==> src/rtl/cpu_step_controller_pkg.sv <==
// Shared constants for the CPU step controller: state encoding,
// the self-jump opcode and the rate-select width.
package cpu_ctrl_pkg;

    typedef enum logic [1:0] {
        ST_IDLE = 2'd0,
        ST_RUN  = 2'd1,
        ST_HALT = 2'd2
    } state_t;

    localparam logic [3:0] OPC_JMP    = 4'hF;
    localparam int         RATE_SEL_W = 2;

    function automatic int max4(input int a, input int b,
                                input int c, input int d);
        int m;
        m = a;
        if (b > m) m = b;
        if (c > m) m = c;
        if (d > m) m = d;
        return m;
    endfunction

endpackage

==> src/rtl/cpu_step_controller_if.sv <==
// Board/datapath bundle for the step controller.
// master: board and datapath side (drives key, switches, PC, INSTR).
// slave : controller side (drives CPU_EN, STATE, HALTED, CYCLE_CNT).
// With CPU_STEP_BREAKPOINT_EN defined, BP_ADDR/BP_VALID are added.
interface cpu_step_controller_if;
    import cpu_ctrl_pkg::*;

    logic                  STEP_KEY_N;
    logic                  RUN_SW;
    logic [RATE_SEL_W-1:0] RATE_SEL;
    logic [3:0]            PC;
    logic [7:0]            INSTR;
    logic                  CPU_EN;
    logic [1:0]            STATE;
    logic                  HALTED;
    logic [7:0]            CYCLE_CNT;
`ifdef CPU_STEP_BREAKPOINT_EN
    logic [3:0]            BP_ADDR;
    logic                  BP_VALID;

    modport master (
        output STEP_KEY_N, RUN_SW, RATE_SEL, PC, INSTR,
        output BP_ADDR, BP_VALID,
        input  CPU_EN, STATE, HALTED, CYCLE_CNT
    );
    modport slave (
        input  STEP_KEY_N, RUN_SW, RATE_SEL, PC, INSTR,
        input  BP_ADDR, BP_VALID,
        output CPU_EN, STATE, HALTED, CYCLE_CNT
    );
`else
    modport master (
        output STEP_KEY_N, RUN_SW, RATE_SEL, PC, INSTR,
        input  CPU_EN, STATE, HALTED, CYCLE_CNT
    );
    modport slave (
        input  STEP_KEY_N, RUN_SW, RATE_SEL, PC, INSTR,
        output CPU_EN, STATE, HALTED, CYCLE_CNT
    );
`endif

endinterface

==> src/rtl/cpu_step_controller_key_debouncer.sv <==
// Step-key conditioner: 2-FF synchronizer, stability counter and
// one-cycle press pulse on a debounced 1->0 transition.
// Ports: clk_i, rst_i (sync, active-high), key_n_i (raw, active-low),
//        press_o (one-cycle pulse per accepted press).
module key_debouncer #(
    parameter int DEBOUNCE_CYCLES = 500000
) (
    input  logic clk_i,
    input  logic rst_i,
    input  logic key_n_i,
    output logic press_o
);

    localparam int CW = (DEBOUNCE_CYCLES < 1) ? 1 :
                        $clog2(DEBOUNCE_CYCLES + 1);

    logic          sync1_q;
    logic          sync2_q;
    logic          level_q;
    logic          press_q;
    logic [CW-1:0] cnt_q;
    logic [CW-1:0] cnt_d;
    logic          differ;
    logic          accept;

    // Accept the new level on the Nth consecutive differing sample.
    assign differ = (sync2_q != level_q);
    assign accept = differ && (cnt_q == CW'(DEBOUNCE_CYCLES - 1));

    always_comb begin
        cnt_d = '0;
        if (differ && !accept) begin
            cnt_d = cnt_q + 1'b1;
        end
    end

    always_ff @(posedge clk_i) begin
        if (rst_i) begin
            sync1_q <= 1'b1;
            sync2_q <= 1'b1;
            level_q <= 1'b1;
            press_q <= 1'b0;
            cnt_q   <= '0;
        end else begin
            sync1_q <= key_n_i;
            sync2_q <= sync1_q;
            cnt_q   <= cnt_d;
            press_q <= accept && !sync2_q;
            if (accept) begin
                level_q <= sync2_q;
            end
        end
    end

    assign press_o = press_q;

endmodule

==> src/rtl/cpu_step_controller.sv <==
// Sequencing controller producing the one-cycle datapath enable CPU_EN
// (free-run at a selectable rate, single-step on key, halt on self-jump).
// Ports: CLOCK_50, RESET (sync, active-high), bus (slave modport:
//        STEP_KEY_N, RUN_SW, RATE_SEL, PC, INSTR in; CPU_EN, STATE,
//        HALTED, CYCLE_CNT out). Optional macro CPU_STEP_BREAKPOINT_EN
//        adds BP_ADDR/BP_VALID and the run-mode breakpoint.
module cpu_step_controller #(
    parameter int DEBOUNCE_CYCLES = 500000,
    parameter int RATE_DIV_0      = 50000000,
    parameter int RATE_DIV_1      = 5000000,
    parameter int RATE_DIV_2      = 500000,
    parameter int RATE_DIV_3      = 1
) (
    input logic                 CLOCK_50,
    input logic                 RESET,
    cpu_step_controller_if.slave bus
);
    import cpu_ctrl_pkg::*;

    localparam int DIV_MAX = max4(RATE_DIV_0, RATE_DIV_1,
                                  RATE_DIV_2, RATE_DIV_3);
    localparam int PW      = (DIV_MAX <= 1) ? 1 : $clog2(DIV_MAX);

    localparam logic [PW-1:0] TC0 = PW'(RATE_DIV_0 - 1);
    localparam logic [PW-1:0] TC1 = PW'(RATE_DIV_1 - 1);
    localparam logic [PW-1:0] TC2 = PW'(RATE_DIV_2 - 1);
    localparam logic [PW-1:0] TC3 = PW'(RATE_DIV_3 - 1);

    state_t                state_q;
    logic                  cpu_en_q;
    logic                  halted_q;
    logic [7:0]            cnt_q;
    logic [7:0]            cnt_d;
    logic [PW-1:0]         presc_q;
    logic [RATE_SEL_W-1:0] rate_sel_q;

    logic          step;
    logic          halt_hit;
    logic          rate_chg;
    logic          tc;
    logic [PW-1:0] tc_val;
    logic          bp_hit;

    key_debouncer #(
        .DEBOUNCE_CYCLES(DEBOUNCE_CYCLES)
    ) u_key (
        .clk_i  (CLOCK_50),
        .rst_i  (RESET),
        .key_n_i(bus.STEP_KEY_N),
        .press_o(step)
    );

    assign halt_hit = (bus.INSTR[7:4] == OPC_JMP) &&
                      (bus.INSTR[3:0] == bus.PC);

    // Rate change is detected against last cycle's select.
    assign rate_chg = (bus.RATE_SEL != rate_sel_q);

`ifdef CPU_STEP_BREAKPOINT_EN
    assign bp_hit = bus.BP_VALID && (bus.PC == bus.BP_ADDR);
`else
    assign bp_hit = 1'b0;
`endif

    always_comb begin
        tc_val = TC0;
        unique case (rate_sel_q)
            2'd0: tc_val = TC0;
            2'd1: tc_val = TC1;
            2'd2: tc_val = TC2;
            2'd3: tc_val = TC3;
            default: tc_val = TC0;
        endcase
    end

    assign tc = (presc_q == tc_val);

    always_comb begin
        cnt_d = cnt_q;
        if (cpu_en_q && (cnt_q != 8'hFF)) begin
            cnt_d = cnt_q + 8'd1;
        end
    end

    always_ff @(posedge CLOCK_50) begin
        if (RESET) begin
            state_q    <= ST_IDLE;
            cpu_en_q   <= 1'b0;
            halted_q   <= 1'b0;
            cnt_q      <= 8'h00;
            presc_q    <= '0;
            rate_sel_q <= '0;
        end else begin
            cpu_en_q   <= 1'b0;
            rate_sel_q <= bus.RATE_SEL;
            cnt_q      <= cnt_d;
            unique case (state_q)
                ST_IDLE: begin
                    presc_q <= '0;
                    // RUN_SW wins over a same-cycle step event.
                    if (bus.RUN_SW) begin
                        state_q <= ST_RUN;
                    end else if (step) begin
                        if (halt_hit) begin
                            state_q  <= ST_HALT;
                            halted_q <= 1'b1;
                        end else begin
                            cpu_en_q <= 1'b1;
                        end
                    end
                end
                ST_RUN: begin
                    if (!bus.RUN_SW) begin
                        state_q <= ST_IDLE;
                        presc_q <= '0;
                    end else if (rate_chg) begin
                        presc_q <= '0;
                    end else if (tc) begin
                        presc_q <= '0;
                        if (halt_hit) begin
                            state_q  <= ST_HALT;
                            halted_q <= 1'b1;
                        end else if (bp_hit) begin
                            // PC stays put; next step runs it.
                            state_q <= ST_IDLE;
                        end else begin
                            cpu_en_q <= 1'b1;
                        end
                    end else begin
                        presc_q <= presc_q + 1'b1;
                    end
                end
                ST_HALT: begin
                    state_q  <= ST_HALT;
                    halted_q <= 1'b1;
                end
                default: begin
                    state_q <= ST_IDLE;
                end
            endcase
        end
    end

    assign bus.CPU_EN    = cpu_en_q;
    assign bus.STATE     = state_q;
    assign bus.HALTED    = halted_q;
    assign bus.CYCLE_CNT = cnt_q;

endmodule

==> src/flat_wrapper.sv <==
// flat-port wrapper written by rule: the top's interface ports become plain ports
module cpu_step_controller_flat import cpu_ctrl_pkg::*;
#(
    parameter int DEBOUNCE_CYCLES = 500000,
    parameter int RATE_DIV_0      = 50000000,
    parameter int RATE_DIV_1      = 5000000,
    parameter int RATE_DIV_2      = 500000,
    parameter int RATE_DIV_3      = 1
)
  (CLOCK_50, RESET, bus_STEP_KEY_N, bus_RUN_SW, bus_RATE_SEL, bus_PC, bus_INSTR, bus_CPU_EN, bus_STATE, bus_HALTED, bus_CYCLE_CNT);
  cpu_step_controller_if bus_i ();
  input logic CLOCK_50;
  input logic RESET;
  input wire logic [$bits(bus_i.STEP_KEY_N)-1:0] bus_STEP_KEY_N;
  input wire logic [$bits(bus_i.RUN_SW)-1:0] bus_RUN_SW;
  input wire logic [$bits(bus_i.RATE_SEL)-1:0] bus_RATE_SEL;
  input wire logic [$bits(bus_i.PC)-1:0] bus_PC;
  input wire logic [$bits(bus_i.INSTR)-1:0] bus_INSTR;
  output wire logic [$bits(bus_i.CPU_EN)-1:0] bus_CPU_EN;
  output wire logic [$bits(bus_i.STATE)-1:0] bus_STATE;
  output wire logic [$bits(bus_i.HALTED)-1:0] bus_HALTED;
  output wire logic [$bits(bus_i.CYCLE_CNT)-1:0] bus_CYCLE_CNT;
  assign bus_i.STEP_KEY_N = bus_STEP_KEY_N;
  assign bus_i.RUN_SW = bus_RUN_SW;
  assign bus_i.RATE_SEL = bus_RATE_SEL;
  assign bus_i.PC = bus_PC;
  assign bus_i.INSTR = bus_INSTR;
  assign bus_CPU_EN = bus_i.CPU_EN;
  assign bus_STATE = bus_i.STATE;
  assign bus_HALTED = bus_i.HALTED;
  assign bus_CYCLE_CNT = bus_i.CYCLE_CNT;
  cpu_step_controller #(.DEBOUNCE_CYCLES(DEBOUNCE_CYCLES), .RATE_DIV_0(RATE_DIV_0), .RATE_DIV_1(RATE_DIV_1), .RATE_DIV_2(RATE_DIV_2), .RATE_DIV_3(RATE_DIV_3)) u_core (.CLOCK_50(CLOCK_50), .RESET(RESET), .bus(bus_i));
endmodule
==> config.mk <==
export PLATFORM = sky130hd
export DESIGN_NAME = cpu_step_controller_flat
export DESIGN_NICKNAME = d
export VERILOG_FILES = /design/src/rtl/cpu_step_controller_pkg.sv /design/src/rtl/cpu_step_controller_if.sv /design/src/rtl/cpu_step_controller_key_debouncer.sv /design/src/rtl/cpu_step_controller.sv /design/src/flat_wrapper.sv
export SDC_FILE = /design/constraint.sdc
export NUM_CORES = 1
export LEC_CHECK = 0
export ABC_AREA = 0
export BUFFER_PORTS_ARGS = -buffer_cell sky130_fd_sc_hd__buf_4
export CAP_MARGIN = 20
export CORE_MARGIN = 8
export CORE_UTILIZATION = 50
export DETAILED_ROUTE_END_ITERATION = 7
export PLACE_DENSITY_LB_ADDON = 0.08
export SYNTH_ARGS = -nofsm -noshare
export SYNTH_HDL_FRONTEND = slang
export SYNTH_SLANG_ARGS = --single-unit
==> constraint.sdc <==
create_clock -name CLOCK_50 -period 4.45 [get_ports CLOCK_50]
set_input_delay 0.6675 -clock CLOCK_50 [delete_from_list [all_inputs] [get_ports CLOCK_50]]
set_output_delay 0.6675 -clock CLOCK_50 [all_outputs]
set_load 0.05 [all_outputs]
==> impl_metrics.env, run 1 <==
export IMPL_path_class="reg -> reg"
export IMPL_max_clock_freq_mhz=381.0
export IMPL_relSlewSlack=0.4639
export IMPL_power_w=0.001109
export IMPL_clk_latency_ns=0.34
export IMPL_async_reset_ff_frac=0
export IMPL_synth_seq_area_share=0.3927
export IMPL_syn_num_nets=414
export IMPL_power_density_nw_per_um2=302.7
export IMPL_final_antenna_net_count=0
export IMPL_syn_avg_cell_area_um2=8.257
export IMPL_final_setup_tns_ns=0
export IMPL_grt_usage=0.1523
export IMPL_slew_viol_final=0
export IMPL_num_fill_cells=571
export IMPL_holdCritPathClass="reg -> reg"
export IMPL_dieArea_um2=9244
export IMPL_antenna_cells=0
export IMPL_cts_sinks=63
export IMPL_worst_slew_pin_slew_ns=0.8041
export IMPL_area_growth_pct=14.02
export IMPL_grt_pass1_vias=2542
export IMPL_placed_area_um2=3466
export IMPL_period_needed_ns=2.625
export IMPL_period_share=0.5898
export IMPL_final_design_area_no_fill_um2=3662
export IMPL_portBuffers=29
export IMPL_grt_ovfl_total=0
export IMPL_layout_drive_gt1_share=0.1422
export IMPL_cts_resized=0
export IMPL_die_y_um=96.15
export IMPL_numCtsBuffers=9
export IMPL_p_leak_nw=1.314
export IMPL_setup_violations=0
export IMPL_grt_pass1_wl_um=11220
export IMPL_ys_warn_count=0
export IMPL_clk_pin_slew_ns=0.08
export IMPL_wl_um=6735
export IMPL_dr_pass1_iters=4
export IMPL_crit_fanout=22
export IMPL_nets=442
export IMPL_start_kind="flip-flop"
export IMPL_worst_setup_path_end_kind="flip-flop"
export IMPL_cts_root_buf="clkbuf_8"
export IMPL_ys_ff_latch=63
export IMPL_dpl_hpwl_um=4864
export IMPL_ir_worst_vdd_mv=0.1942
export IMPL_ios=30
export IMPL_rows=29
export IMPL_drt_iter0_drc=103
export IMPL_cts_tree="done"
export IMPL_status="complete, no violations"
export IMPL_hold_ws_ns=0.4110
export IMPL_maxCapViolCount=0
export IMPL_finClkSkew_ns=0.009402
export IMPL_cts_hold_buffers_added=0
export IMPL_antenna_found_initial=0
export IMPL_dr_total_vias=2755
export IMPL_register_area_um2=1261
export IMPL_hold_viol_final=0
export IMPL_vias_per_cell=5.521
export IMPL_clock_path_buffers=2
export IMPL_synth_cell_types=52
export IMPL_synth_area_um2=3212
export IMPL_design_core_area_um2=6277
export IMPL_synth_cells=389
export IMPL_gp_congestion=0.8853
export IMPL_pre_cts_ws_ns=1.851
export IMPL_cp_required_ns=4.68
export IMPL_setup_slack_ns=1.825
export IMPL_h_tree_depth=3
export IMPL_drc_errors=0
export IMPL_fp_dieW_um=96.15
export IMPL_cp_data_arrival_time_ns=2.86
export IMPL_wl_per_cell_um=13.50
export IMPL_postCtsSetupBuffers=0
export IMPL_rsz0062_at_grt="false"
export IMPL_grt_max_degree=25
export IMPL_synth_ff_type="dfxtp_1"
export IMPL_multi_input_area_um2=1823
export IMPL_synth_edf_count=0
export IMPL_initial_core_util=0.5117
## worst max-delay path: stages (launching register included)
cell     delay (ns)
dfxtp_1        0.44
inv_1          0.10
ha_1           0.28
or4b_1         0.49
a21oi_1        0.17
o211a_1        0.27
a21o_2         0.40
nor3b_1        0.09
a221o_1        0.26
## per-stage QoR
stage	std cells	utilization
final	499	0.5834
after global placement	483	0.5521
after detailed placement	483	0.5521
after floorplan	389	-
after global routing	499	0.5834
after CTS	499	0.5834
## kinds of logic after synthesis
logic type | synth area share
multiplexers | 0.003117
adder cells (fa/ha/maj) | 0.02727
buffers and inverters | 0.03973
flip-flops | 0.3927
XOR/XNOR | 0.08999
AO/OA/AOI/OAI | 0.1173
AND/OR/NAND/NOR | 0.3300
## synth_stat cells (4+ instances only)
| cell type | number | area [µm²] |
|---|---|---|
| or2_2 | 5 | 31.28 |
| o21ai_0 | 13 | 65.06 |
| nand2_1 | 34 | 127.6 |
| ha_1 | 7 | 87.58 |
| xor2_1 | 17 | 148.9 |
| nand3_1 | 39 | 195.2 |
| dfxtp_1 | 63 | 1261 |
| clkbuf_1 | 8 | 30.03 |
| nor2b_1 | 4 | 25.02 |
| inv_1 | 16 | 60.06 |
| nor3_1 | 9 | 45.04 |
| or3_1 | 16 | 100.1 |
| nor2_1 | 43 | 161.4 |
| and3_1 | 13 | 81.33 |
| a21oi_1 | 16 | 80.08 |
| xnor2_1 | 16 | 140.1 |
| nand4_1 | 13 | 81.33 |
## sequential cells by signal, summed over array words and instances (netlist names)
| name | count |
|---|---|
| u_core.bus.CYCLE_CNT | 8 |
| u_core.rate_sel_q | 2 |
| u_core.bus.STATE | 2 |
| u_core.u_key.level_q | 1 |
| u_core.presc_q | 26 |
| u_core.bus.HALTED | 1 |
| u_core.u_key.sync2_q | 1 |
| u_core.u_key.press_o | 1 |
| u_core.bus.CPU_EN | 1 |
| u_core.u_key.cnt_q | 19 |
| u_core.u_key.sync1_q | 1 |
## routing by layer
metal	share of wire	global-route usage
met2	0.47	0.2520
met4	0.019	0.07426
met1	0.48	0.1828
met5	0	0
met3	0.030	0.03276
## power by group
| group | switching, W | internal, W |
|---|---|---|
| logic | 0.0000224 | 0.0000226 |
| clock network | 0.000236 | 0.000259 |
| registers | 0.00000277 | 0.000566 |
| total | 0.000261 | 0.000848 |
## final cells by class
cell class / instances / share of cell area
inverters: 16 / 0.01640
repair buffers: 30 / 0.06150
clock buffers: 9 / 0.03382
flip-flops and latches: 63 / 0.3444
multi-input cells: 297 / 0.4978
well taps: 77 / 0.02631
clock inverters: 7 / 0.01982
## layout by cell type (no fill, tap or decap), types with 3 or more instances in the layout
| master | n |
|---|---|
| a211o_1 | 3 |
| a21oi_1 | 16 |
| a31oi_1 | 3 |
| and3_1 | 13 |
| buf_4 | 30 |
| clkbuf_8 | 9 |
| dfxtp_1 | 63 |
| ha_1 | 7 |
| inv_1 | 16 |
| nand2_1 | 34 |
| nand3_1 | 39 |
| nand4_1 | 13 |
| nor2_1 | 43 |
| nor2b_1 | 4 |
| nor3_1 | 9 |
| o21ai_0 | 13 |
| o311ai_1 | 3 |
| or2_2 | 5 |
| or3_1 | 16 |
| xnor2_1 | 16 |
| xor2_1 | 17 |
## path summary, 6_finish.rpt
check                  startpoint                    to  slack (ns)  cells after the start
min          u_core.u_key.sync1_q  u_core.u_key.sync2_q        0.41                      1
max          u_core.rate_sel_q[0]    u_core.presc_q[17]        1.83                      8
max reg2reg  u_core.rate_sel_q[0]    u_core.presc_q[17]        1.83                      8
min reg2reg  u_core.u_key.sync1_q  u_core.u_key.sync2_q        0.41                      1
Note: power is estimated with default switching activity, not from simulation.
==> run 2: changes to the inputs <==
--- a/config.mk
+++ b/config.mk
@@ -5,7 +5,7 @@
 export SDC_FILE = /design/constraint.sdc
 export NUM_CORES = 1
 export LEC_CHECK = 0
-export ABC_AREA = 0
+export ABC_AREA = 1
 export BUFFER_PORTS_ARGS = -buffer_cell sky130_fd_sc_hd__buf_4
 export CAP_MARGIN = 20
 export CORE_MARGIN = 8
==> constraint.sdc (replaced) <==
create_clock -name CLOCK_50 -period 2.5 [get_ports CLOCK_50]
set_input_delay 0.375 -clock CLOCK_50 [delete_from_list [all_inputs] [get_ports CLOCK_50]]
set_output_delay 0.375 -clock CLOCK_50 [all_outputs]
set_load 0.05 [all_outputs]
==> run 2 against run 1 <==
Clock skew decreased by 0.0056 ns. Die area increased by 12%. Final cell count increased by 39%. Non-clock buffer count increased by 4. Critical path depth increased by 7. Routed wire length increased by 33%. Global-route usage increased by 2.9 points. Synthesized area increased by 14%. Combinational power increased by 140%. Sequential cell count unchanged. Via count increased by 28%. Highest routed layer unchanged.
==> impl_metrics.env, run 2 <==
export IMPL_synth_area_um2=3676
export IMPL_final_setup_tns_ns=0
export IMPL_p_leak_nw=1.663
export IMPL_hold_viol_final=0
export IMPL_area_growth_pct=12.87
export IMPL_cts_resized=0
export IMPL_setup_violations=0
export IMPL_ios=30
export IMPL_antenna_cells=0
export IMPL_yosys_area_top_type="dfxtp_1"
export IMPL_numCtsBuffers=9
export IMPL_vias_per_cell=5.078
export IMPL_synth_seq_area_share=0.3431
export IMPL_wl_per_cell_um=12.88
export IMPL_ys_warn_count=0
export IMPL_clock_path_buffers=2
export IMPL_synth_cells=562
export IMPL_die_y_um=101.7
export IMPL_largest_reg_flops=26
export IMPL_gp_congestion=0.8596
export IMPL_cts_root_buf="clkbuf_8"
export IMPL_period_needed_ns=2.102
export IMPL_ir_worst_vdd_mv=0.3470
export IMPL_design_core_area_um2=7176
export IMPL_layout_common_cells="nand2_1 (157), nor2_1 (68), inv_1 (64), dfxtp_1 (63), a21oi_1 (40)"
export IMPL_worst_setup_path_end_kind="flip-flop"
export IMPL_grt_pass1_wl_um=14830
export IMPL_dpl_hpwl_um=6806
export IMPL_clk_pin_slew_ns=0.07
export IMPL_final_antenna_net_count=0
export IMPL_synth_edf_count=0
export IMPL_dr_pass1_iters=5
export IMPL_syn_num_nets=587
export IMPL_final_design_area_no_fill_um2=4149
export IMPL_drt_iter0_drc=191
export IMPL_p_seq_frac=0.531
export IMPL_initial_core_util=0.5123
export IMPL_rrSetupSlack_ns=0.40
export IMPL_synth_ff_type="dfxtp_1"
export IMPL_dieArea_um2=10350
export IMPL_relSlewSlack=0.6017
export IMPL_period_share=0.8409
export IMPL_rsz0062_at_grt="false"
export IMPL_final_common_cell="nand2_1"
export IMPL_synth_common_cells="nand2_1 (157), nor2_1 (68), inv_1 (64), dfxtp_1 (63), a21oi_1 (40)"
export IMPL_dr_total_vias=3534
export IMPL_grt_pass1_vias=3161
export IMPL_netlist_area_leader_share=0.3431
export IMPL_yosys_top_cells_area="dfxtp_1 (34%), nand2_1 (16%), nor2_1 (6.9%)"
export IMPL_maxCapViolCount=0
export IMPL_grt_max_degree=32
export IMPL_syn_avg_cell_area_um2=6.541
export IMPL_max_flop_register="u_core.presc_q"
export IMPL_slew_viol_final=0
export IMPL_cp_required_ns=2.72
export IMPL_grt_ovfl_total=0
export IMPL_portBuffers=29
export IMPL_hold_ws_ns=0.2308
export IMPL_synth_most_common_cell="nand2_1"
export IMPL_layout_drive_gt1_share=0.1173
export IMPL_clockPowerShare=0.413
export IMPL_async_reset_ff_frac=0
export IMPL_crit_fanout=14
export IMPL_swShare=0.2317
export IMPL_rows=31
export IMPL_power_density_nw_per_um2=459.6
export IMPL_synth_cell_types=37
export IMPL_p_sw_w=0.0004418
export IMPL_placed_area_um2=3973
export IMPL_ys_ff_latch=63
export IMPL_antenna_found_initial=0
export IMPL_h_tree_depth=3
export IMPL_cts_tree="done"
export IMPL_cp_data_arrival_time_ns=2.33
export IMPL_num_fill_cells=721
export IMPL_finClkSkew_ns=0.003754
export IMPL_nets=617
export IMPL_combPwrFrac=0.056
export IMPL_cts_sinks=63
export IMPL_start_kind="flip-flop"
export IMPL_cts_hold_buffers_added=0
export IMPL_max_clock_freq_mhz=475.7
export IMPL_clk_latency_ns=0.33
export IMPL_postCtsSetupBuffers=0
export IMPL_intPower_w=0.001465
export IMPL_grt_usage=0.1811
export IMPL_drc_errors=0
export IMPL_status="complete, no violations"
export IMPL_wl_um=8966
export IMPL_holdCritPathClass="in -> reg"
export IMPL_path_class="reg -> reg"
export IMPL_worst_slew_pin_slew_ns=0.5920
export IMPL_fp_dieW_um=101.7
[run 2: cell types whose count changed in the layout (fill, tap and decap cells not counted), moves of 5 or more]
cell and delta:
nand4_1 +7, or3_1 -16, o21ai_0 +5, and3_1 -13, xnor2_1 -12, nor2_1 +25
nand2_1 +123, a21oi_1 +24, inv_1 +48
[run 2: worst paths after layout]
kind                   startpoint              endpoint  cells after the start
min                bus_STEP_KEY_N  u_core.u_key.sync1_q                      2
max          u_core.rate_sel_q[0]     u_core.presc_q[1]                     15
max reg2reg  u_core.rate_sel_q[0]     u_core.presc_q[1]                     15
min reg2reg  u_core.u_key.sync1_q  u_core.u_key.sync2_q                      1
[run 2: layout make-up]
cell class / instances / area, µm² / share of cell area
Multi-Input combinational cell: 418 / 2085 / 0.5024
Clock inverter: 3 / 17.52 / 0.004222
Sequential cell: 63 / 1261 / 0.3040
Tap cell: 99 / 123.9 / 0.02986
Clock buffer: 13 / 158.9 / 0.03830
Inverter: 66 / 247.7 / 0.05971
Timing Repair Buffer: 34 / 255.2 / 0.06152
[run 2: worst max-delay path, stage by stage, from the launching register on]
cell and delay [ns]:
dfxtp_1 0.40, inv_1 0.11, ha_1 0.28, inv_1 0.10, nand2_1 0.09, nand2_1 0.06
nand2_1 0.04, nor2_1 0.09, nand2_1 0.05, nor2_1 0.17, nand2_1 0.09, buf_4 0.20
nand2_1 0.07, nand2_1 0.05, nand2_1 0.13, a21oi_1 0.06
[run 2: power by group through the flow]
stage,clock network [W],registers [W],logic (W)
floorplan,0,0.00104,0.0000657
global placement,0,0.00103,0.000105
detailed placement,0,0.00103,0.000107
CTS,0.000812,0.00101,0.000107
global route,0.000858,0.00101,0.000120
finish,0.000788,0.00101,0.000106
[run 2: logic make-up (layout without fill, tap and decap cells)]
kind of cell    count (synthesis)  after routing  share of synthesized area
fa+ha+maj                       7              7                    0.02382
xor+xnor                       25             25                    0.05956
simple gates                  321            321                     0.3894
compound gates                 65             65                    0.09429
flops                          63             63                     0.3431
buf+inv                        81            116                    0.08986
[run 2: metrics by stage]
stage          setup WS [ns]  instances  utilization  total power (W)
3_5_place_dp          0.4088        680       0.5536         0.001142
2_1_floorplan         0.6880        562            -         0.001103
4_1_cts               0.4028        696       0.5782         0.001931
5_1_grt               0.1588        696       0.5782         0.001990
6_report              0.3979        696       0.5782         0.001907
3_3_place_gp          0.4735        680       0.5536         0.001139
[run 2: metal layers]
metal	vias up	part of all wire	track usage
li1	1853	-	-
met1	1596	0.46	0.2215
met2	72	0.48	0.3018
met3	13	0.038	0.04192
met4	0	0.015	0.06415
met5	-	0	0
==> run 3: changes to the inputs <==
==> constraint.sdc (replaced) <==
create_clock -name CLOCK_50 -period 1.8 [get_ports CLOCK_50]
set_input_delay 0.27 -clock CLOCK_50 [delete_from_list [all_inputs] [get_ports CLOCK_50]]
set_output_delay 0.27 -clock CLOCK_50 [all_outputs]
set_load 0.05 [all_outputs]
==> run 3 against run 2 <==
Power increased by 66%. Clock skew grew 0.011 ns. First-iteration DRC count is 9.4% lower. Combinational power is 75% higher. Setup slack worse by 0.36 ns. Largest power group is now clock. Sequential power rose by 40%. Highest routed layer unchanged. Non-clock buffer count up 20. Core utilization up 5.1 points. Critical path type unchanged. Fmax increased by 19%. Final area rose by 8.8%. Largest cell class unchanged.
==> impl_metrics.env, run 3 (synthesized netlist as in run 2, its figures left out) <==
export IMPL_wl_um=9438
export IMPL_worst_setup_path_end_kind="flip-flop"
export IMPL_num_fill_cells=660
export IMPL_antenna_found_initial=0
export IMPL_ir_worst_vdd_mv=0.4391
export IMPL_grt_pass1_wl_um=15430
export IMPL_die_y_um=101.7
export IMPL_worst_slew_pin_slew_ns=0.3888
export IMPL_intPower_w=0.002424
export IMPL_crit_fanout=4
export IMPL_p_leak_nw=1.814
export IMPL_period_share=0.9810
export IMPL_hold_depth=2
export IMPL_worstReg2RegEnd="u_core.bus.STATE[0]"
export IMPL_cts_sinks=63
export IMPL_relSlewSlack=0.7405
export IMPL_slowest_stage="dfxtp_2"
export IMPL_nets=637
export IMPL_cts_hold_buffers_added=0
export IMPL_path_class="reg -> reg"
export IMPL_reg2reg_from="u_core.rate_sel_q[0]"
export IMPL_vias_per_cell=5.152
export IMPL_rrSetupSlack_ns=0.03
export IMPL_fin_util=0.6289
export IMPL_p_sw_w=0.0007416
export IMPL_p_seq_frac=0.444
export IMPL_antenna_cells=0
export IMPL_largest_reg_flops=26
export IMPL_rows=31
export IMPL_rsz0062_at_grt="true"
export IMPL_min_delay_start="bus_STEP_KEY_N"
export IMPL_max_flop_register="u_core.presc_q"
export IMPL_h_tree_depth=3
export IMPL_max_clock_freq_mhz=566.3
export IMPL_area_growth_pct=22.77
export IMPL_power_density_nw_per_um2=701.3
export IMPL_slew_viol_final=0
export IMPL_dr_total_vias=3689
export IMPL_clock_path_buffers=2
export IMPL_clk_pin_slew_ns=0.08
export IMPL_final_common_cell="nand2_1"
export IMPL_cp_data_arrival_time_ns=2.02
export IMPL_ios=30
export IMPL_hold_viol_final=0
export IMPL_layout_common_cells="nand2_1 (151), nor2_1 (62), inv_1 (61), dfxtp_1 (57), buf_4 (51)"
export IMPL_cts_tree="done"
export IMPL_clockPowerShare=0.497
export IMPL_fp_dieW_um=101.7
export IMPL_grt_ovfl_total=0
export IMPL_gp_congestion=0.9293
export IMPL_status="complete, no violations"
export IMPL_grt_usage=0.1895
export IMPL_period_needed_ns=1.766
export IMPL_dieArea_um2=10350
export IMPL_portBuffers=29
export IMPL_drt_iter0_drc=173
export IMPL_start_kind="flip-flop"
export IMPL_final_setup_tns_ns=0
export IMPL_final_antenna_net_count=0
export IMPL_dpl_hpwl_um=7004
export IMPL_grt_pass1_vias=3332
export IMPL_maxCapViolCount=0
export IMPL_hold_end="u_core.u_key.sync1_q"
export IMPL_design_core_area_um2=7176
export IMPL_setup_violations=0
export IMPL_initial_core_util=0.5123
export IMPL_layout_drive_gt1_share=0.1977
export IMPL_finClkSkew_ns=0.01483
export IMPL_multi_input_area_um2=2192
export IMPL_combPwrFrac=0.059
export IMPL_crit_top_cell="nand2_1"
export IMPL_crit_family="simple AND/OR/NAND/NOR gates"
export IMPL_grt_max_degree=20
export IMPL_crit_chain="buf_4 -> ha_4 -> inv_1 -> nand2_2 -> nand2_1 -> nand2_1 -> nor2_1 -> nand2_1 -> nor2_2 -> buf_4 -> nand3_2 -> nor3_1 -> nor2_1"
export IMPL_numCtsBuffers=9
export IMPL_cp_num_buf_inv=3
export IMPL_reg2regPathDepth=13
export IMPL_critPathMaxStageDelay_ns=0.33
export IMPL_cp_required_ns=2.05
export IMPL_clk_latency_ns=0.36
export IMPL_drc_errors=0
export IMPL_holdCritPathClass="in -> reg"
export IMPL_dr_pass1_iters=4
export IMPL_power_w=0.003165
export IMPL_wl_per_cell_um=13.18
export IMPL_cts_root_buf="clkbuf_8"
export IMPL_swShare=0.2343
export IMPL_register_area_um2=1269
[run 3: per-layer routing]
metal / track usage / routed length, µm / vias up
met1: 0.2226 / 4159 / 1709
met4: 0.1054 / 281 / 0
li1: - / - / 1903
met2: 0.3214 / 4666 / 60
met5: 0 / 0 / -
met3: 0.02887 / 331 / 17
[run 3: how the worst max path moves through the flow]
stage	slack (ns)	startpoint	cells after the start	endpoint
3_3_place_gp	0.003	u_core.rate_sel_q[0]	11	u_core.presc_q[11]
2_1_floorplan	0.0006	u_core.bus.CYCLE_CNT[0]	9	u_core.bus.CYCLE_CNT[3]
4_1_cts	-0.01	u_core.rate_sel_q[0]	14	u_core.presc_q[5]
3_5_place_dp	-0.05	u_core.rate_sel_q[0]	13	u_core.presc_q[11]
5_1_grt	-0.1	u_core.rate_sel_q[0]	14	u_core.bus.HALTED
6_report	0.03	u_core.rate_sel_q[0]	13	u_core.bus.STATE[0]
[run 3: area by class of cell]
cell class                 instances  share of cell area
inverter                          66             0.05545
timing repair buffer              54             0.09509
sequential                        63              0.2811
tap                               99             0.02745
clock inverter                     7             0.02772
multi-input combinational        418              0.4857
clock buffer                       9             0.02745
[run 3: through the flow]
stage | setup WS, ns | hold WS, ns | cell area (µm²) | std cells
finish | 0.03428 | 0.09321 | 4513 | 716
CTS | -0.01103 | 0.08205 | 4372 | 713
global route | -0.09978 | 0.09705 | 4513 | 716
detailed placement | -0.04843 | 0.4014 | 4114 | 697
global placement | 0.003014 | 0.3911 | 4114 | 697
floorplan | 0.0005705 | 0.3738 | 3677 | 562
[run 3: what timing repair did]
item	4_1_cts	5_1_grt
gates resized for setup	3	36
pin swaps	1	14
buffers inserted	0	3
endpoints found under the setup margin	28	34
[run 3: power groups by stage]
stage,sequential (W),clock (W),combinational [W]
5_1_grt,0.00141,0.00166,0.000207
3_5_place_dp,0.00144,0,0.000165
4_1_cts,0.00140,0.00160,0.000167
6_report,0.00141,0.00157,0.000186
3_3_place_gp,0.00144,0,0.000163
2_1_floorplan,0.00144,0,0.0000913
